File: src/rtl/deco_block_decoder_if.sv
// Word-in / decision-out bundle for the block decoder.
// Master drives words and the strobe; slave returns the registered decision.
interface deco_block_decoder_if #(
    parameter int WORD_W = 21,
    parameter int MSG_W  = 5
);
    logic              start_i;
    logic [WORD_W-1:0] data_i;
    logic [MSG_W-1:0]  data_o;
    logic              done_o;

    modport master (
        output start_i,
        output data_i,
        input  data_o,
        input  done_o
    );

    modport slave (
        input  start_i,
        input  data_i,
        output data_o,
        output done_o
    );
endinterface

File: src/rtl/deco_block_decoder.sv
// Soft-decision ML decoder of a 5-bit message over 28 symbols; 4-word load, 33-cycle search.
// No backpressure: start_i/data_i are ignored while searching or reporting.
module deco_block_decoder #(
    parameter int WORD_W    = 21,
    parameter int NUM_WORDS = 4,
    parameter int SYM_W     = 3,
    parameter int NUM_SYM   = 28,
    parameter int MSG_W     = 5
) (
    input  logic                 clk_p_i,
    input  logic                 reset_n_i,
    deco_block_decoder_if.slave  bus
);
    typedef enum logic [1:0] {IDLE, LOAD, SEARCH, DONE} state_t;

    localparam int BLK_W   = WORD_W * NUM_WORDS;
    localparam int SCORE_W = 8;
    localparam int CAND_W  = MSG_W + 1;
    localparam logic [1:0] LAST_WORD = 2'(NUM_WORDS - 1);

    state_t                    state;
    logic [BLK_W-1:0]          blk;
    logic [1:0]                word_cnt;
    logic [CAND_W-1:0]         cand;
    logic signed [SCORE_W-1:0] best_score;
    logic [MSG_W-1:0]          best_m;
    logic [MSG_W-1:0]          data_q;
    logic                      done_q;

    logic signed [SCORE_W-1:0] score;
    logic signed [SCORE_W-1:0] sym_ext;
    logic [MSG_W-1:0]          kp1;
    logic                      cbit;

    // Correlation of the current candidate's codeword against the soft symbols.
    always_comb begin
        score   = '0;
        sym_ext = '0;
        kp1     = '0;
        cbit    = 1'b0;
        for (int k = 0; k < NUM_SYM; k++) begin
            sym_ext = {{(SCORE_W-SYM_W){blk[k*SYM_W+SYM_W-1]}}, blk[k*SYM_W +: SYM_W]};
            kp1     = MSG_W'(k + 1);
            cbit    = ^(cand[MSG_W-1:0] & kp1);
            score   = cbit ? (score - sym_ext) : (score + sym_ext);
        end
    end

    always_ff @(posedge clk_p_i or negedge reset_n_i) begin
        if (!reset_n_i) begin
            state      <= IDLE;
            blk        <= '0;
            word_cnt   <= '0;
            cand       <= '0;
            best_score <= '0;
            best_m     <= '0;
            data_q     <= '0;
            done_q     <= 1'b0;
        end else begin
            case (state)
                IDLE: begin
                    if (bus.start_i) begin
                        blk[WORD_W-1:0] <= bus.data_i;
                        word_cnt        <= 2'd1;
                        state           <= LOAD;
                    end
                end
                LOAD: begin
                    if (bus.start_i) begin
                        blk[word_cnt*WORD_W +: WORD_W] <= bus.data_i;
                        word_cnt <= word_cnt + 2'd1;
                        if (word_cnt == LAST_WORD) begin
                            cand  <= '0;
                            state <= SEARCH;
                        end
                    end
                end
                SEARCH: begin
                    // cand's top bit marks that all 32 candidates have been scored.
                    if (cand[MSG_W]) begin
                        data_q <= best_m;
                        done_q <= 1'b1;
                        state  <= DONE;
                    end else begin
                        if ((cand == '0) || (score > best_score)) begin
                            best_score <= score;
                            best_m     <= cand[MSG_W-1:0];
                        end
                        cand <= cand + CAND_W'(1);
                    end
                end
                DONE: begin
                    done_q   <= 1'b0;
                    word_cnt <= '0;
                    state    <= IDLE;
                end
                default: state <= IDLE;
            endcase
        end
    end

    assign bus.data_o = data_q;
    assign bus.done_o = done_q;
endmodule

File: src/flat_wrapper.sv
// flat-port wrapper written by rule: the top's interface ports become plain ports
module deco_block_decoder_flat 
#(
    parameter int WORD_W    = 21,
    parameter int NUM_WORDS = 4,
    parameter int SYM_W     = 3,
    parameter int NUM_SYM   = 28,
    parameter int MSG_W     = 5
)
  (clk_p_i, reset_n_i, bus_start_i, bus_data_i, bus_data_o, bus_done_o);
  deco_block_decoder_if #(.WORD_W(WORD_W), .MSG_W(MSG_W)) bus_i ();
  input  logic clk_p_i;
  input  logic reset_n_i;
  input wire logic [$bits(bus_i.start_i)-1:0] bus_start_i;
  input wire logic [$bits(bus_i.data_i)-1:0] bus_data_i;
  output wire logic [$bits(bus_i.data_o)-1:0] bus_data_o;
  output wire logic [$bits(bus_i.done_o)-1:0] bus_done_o;
  assign bus_i.start_i = bus_start_i;
  assign bus_i.data_i = bus_data_i;
  assign bus_data_o = bus_i.data_o;
  assign bus_done_o = bus_i.done_o;
  deco_block_decoder #(.WORD_W(WORD_W), .NUM_WORDS(NUM_WORDS), .SYM_W(SYM_W), .NUM_SYM(NUM_SYM), .MSG_W(MSG_W)) u_core (.clk_p_i(clk_p_i), .reset_n_i(reset_n_i), .bus(bus_i));
endmodule
File: config.mk
export PLATFORM = sky130hd
export DESIGN_NAME = deco_block_decoder_flat
export DESIGN_NICKNAME = d
export VERILOG_FILES = /design/src/rtl/deco_block_decoder_if.sv /design/src/rtl/deco_block_decoder.sv /design/src/flat_wrapper.sv
export SDC_FILE = /design/constraint.sdc
export NUM_CORES = 1
export LEC_CHECK = 0
export CORE_MARGIN = 4
export CORE_UTILIZATION = 70
export DETAILED_ROUTE_END_ITERATION = 8
export PLACE_DENSITY = 0.88
export REMOVE_ABC_BUFFERS = 1
export SYNTH_ARGS = -nofsm -noshare
export SYNTH_HDL_FRONTEND = slang
export SYNTH_SLANG_ARGS = --single-unit
export TNS_END_PERCENT = 50
File: constraint.sdc
create_clock -name clk_p_i -period 35.8 [get_ports clk_p_i]
set_clock_uncertainty 0.05 [all_clocks]
set_input_delay 7.16 -clock clk_p_i [delete_from_list [all_inputs] [get_ports clk_p_i]]
set_output_delay 7.16 -clock clk_p_i [all_outputs]
set_load 0.01 [all_outputs]
==> out/qor.yml <==
clk_path_buf_depth: 2
crit_fanout: 16
drc: 0
synth_area_per_cell_um2: 9.21
relSlewSlack_pct: 9.50
die-area_um2: 23700
cp-end-kind: "flip-flop"
clk_pin_slew_ns: 0.06
slew_violations: 0
cts_tree: "yes"
n_antenna_cell: 0
routed_wl_um: 37200
crit_path_top_delay_cell: "o21bai_1"
rsz0062_at_grt: "false"
numCtsBuffers: 17
slowest_delay_ns: 0.93
rows: 53
yosysSeqAreaShare_pct: 19.0
cts_sinks: 113
crit_type: "flip-flop to flip-flop"
fin_crit_sh_pct: 57.5
min_period_ns: 20.57
drt_first_pass_iters: 8
start_util_pct: 71.1
path_common_cell: "fa_1"
drv_cap: 0
die_h_um: 154
worstSkewPairLatency_ns: 0.42
start_kind: "flip-flop"
drtAntennaViolNets: 0
max_freq_mhz: 48.6
postCtsSetupBuffers: 0
wl_per_cell_um: 19.3
hold_violations: 0
grt_pass1_wl_um: 61100
gp_congestion: 0.906
worst_slew_pin_slew_ns: 1.35
root_buffer: "clkbuf_16"
antenna_found_initial: 0
fin_nets: 2008
route.vias.total: 12191
synth_cell_types: 42
hp-class: "flip-flop to flip-flop"
placed_area_um2: 15400
ys_seq_elements: 113
fin_tns_setup_ns: 0
postLayoutCellArea_um2: 16100
io_buffer_count: 29
cts_hold_buf: 0
ioPinCount: 30
worstHoldPathCells: 1
grt.total_usage_pct: 31.7
reg2reg_slack_ns: 15.23
outcome: "complete, no violations"
dp_hpwl_um: 28800
r2r_cells: 47
critPathArrivalTime_ns: 20.82
syn_inst: 1619
core_um2: 21000
drive_above_1_share_pct: 4.59
grt-ovfl-total: 0
die_w_um: 154
drt_iter0_drc: 920
synthesis.area_um2: 14900
area_growth_pct: 7.68
ctsResizeCount: 0
vias_per_cell: 6.31
grt_start_max_net_pins: 80
cp.required_ns: 36.05
setup-violations-final: 0
grt_pass1_vias: 12533
yosys_warnings: 0
htreeDepth: 4
## worst max-delay path, delay by kind of cell (launching register included)
kind / cells / cell delay [ns]
flops: 1 / 0.82
fa+ha+maj: 28 / 14.94
compound gates: 7 / 2.09
mux: 2 / 0.77
buf+inv: 3 / 0.30
simple gates: 3 / 0.38
xor+xnor: 4 / 1.09
## metal layers
metal | track usage [%] | routed length, um | up-vias
li1 | - | - | 5742
met1 | 37.1 | 14800 | 5873
met2 | 55.6 | 17900 | 440
met3 | 6.28 | 2470 | 136
met4 | 15.3 | 2140 | 0
met5 | 0 | 0 | -
## cells by family after synthesis
kind of cell | synth area share, %
DFF | 19.0
AOI/OAI and AO/OA | 20.2
and+or+nand+nor | 6.72
xor gates and xnor gates | 13.4
muxes | 4.61
adders and majority gates | 30.0
buffers and inverters | 6.09
## cell usage in the layout (no fill, tap or decap), drive strengths merged, types with 5 or more instances in the layout
master / Yosys / routed
a21o: 136 / 136
a21oi: 122 / 122
a22o: 78 / 78
a311o: 5 / 5
a31oi: 8 / 8
buf: 11 / 7
clkbuf: 19 / 21
clkdlybuf4s50: 0 / 28
dfrtp: 113 / 113
fa: 27 / 27
ha: 314 / 314
inv: 198 / 200
mux2: 21 / 21
mux2i: 45 / 45
nand2: 56 / 56
nand2b: 9 / 9
nand3: 40 / 40
nor2: 87 / 87
nor2b: 10 / 10
nor3: 18 / 18
o21ai: 54 / 54
o21bai: 21 / 21
xnor2: 109 / 109
xnor3: 12 / 12
xor2: 80 / 80
## area by class of cell
| cell class | count | area, um^2 |
|---|---|---|
| inverter | 198 | 743 |
| clock inverter | 11 | 153 |
| timing repair buffer | 35 | 333 |
| multi-input combinational | 1278 | 11200 |
| sequential | 113 | 2830 |
| tap | 275 | 344 |
| clock buffer | 21 | 470 |
| fill | 1411 | 4900 |
## stage by stage
stage                     std cells  util [%]  hold WS [ns]  setup WS (ns)
after global routing           1931      76.6         0.468          14.18
after detailed placement       1899      73.6         0.443          15.35
after CTS                      1931      76.6         0.454          15.22
final                          1931      76.6         0.454          15.23
after global placement         1899      73.6         0.428          15.77
after floorplan                1589         -         0.393          16.69
## registers in the layout, indices dropped and copies added (netlist names)
register           cells
u_core.best_score      8
u_core.word_cnt        2
u_core.bus.done_o      1
u_core.best_m          5
u_core.blk            84
u_core.bus.data_o      5
u_core.cand            6
u_core.state           2
## cells in the mapped netlist (all sizes together)
master / count / share of area, %
nand2b: 9 / 0.38
clkbuf: 19 / 0.48
o31ai: 1 / 0.050
a22o: 78 / 4.6
xnor3: 12 / 1.8
mux2i: 45 / 3.0
a311oi: 1 / 0.059
nor2b: 10 / 0.42
and4b: 1 / 0.067
buf: 11 / 0.63
o41ai: 4 / 0.24
nand2: 56 / 1.4
nor3: 18 / 0.60
nand4bb: 1 / 0.076
a2111oi: 3 / 0.18
xor2: 80 / 4.8
o21bai: 21 / 1.1
dfrtp: 113 / 19
a32o: 4 / 0.27
inv: 198 / 5.0
a31oi: 8 / 0.34
xnor2: 109 / 6.9
o21ai: 54 / 1.8
a311o: 5 / 0.34
a21o: 136 / 6.8
ha: 314 / 26
mux2: 21 / 1.6
fa: 27 / 3.6
a21boi: 1 / 0.050
a21oi: 122 / 4.1
nand3b: 2 / 0.10
nand4: 1 / 0.042
o21a: 1 / 0.050
nor2: 87 / 2.2
a31o: 4 / 0.24
or3: 2 / 0.084
nand3: 40 / 1.3
## final timing paths
path                                 from                   end
max                        u_core.cand[0]      u_core.best_m[1]
min                        u_core.blk[40]        u_core.blk[40]
max reg2reg                u_core.cand[0]      u_core.best_m[1]
min reg2reg                u_core.blk[40]        u_core.blk[40]
max in group asynchronous       reset_n_i  u_core.best_score[6]
min in group asynchronous       reset_n_i        u_core.blk[70]
Power is left out: the tool's default activity adds up to more than one toggle a clock period on the data nets, which glitch-free logic cannot reach.
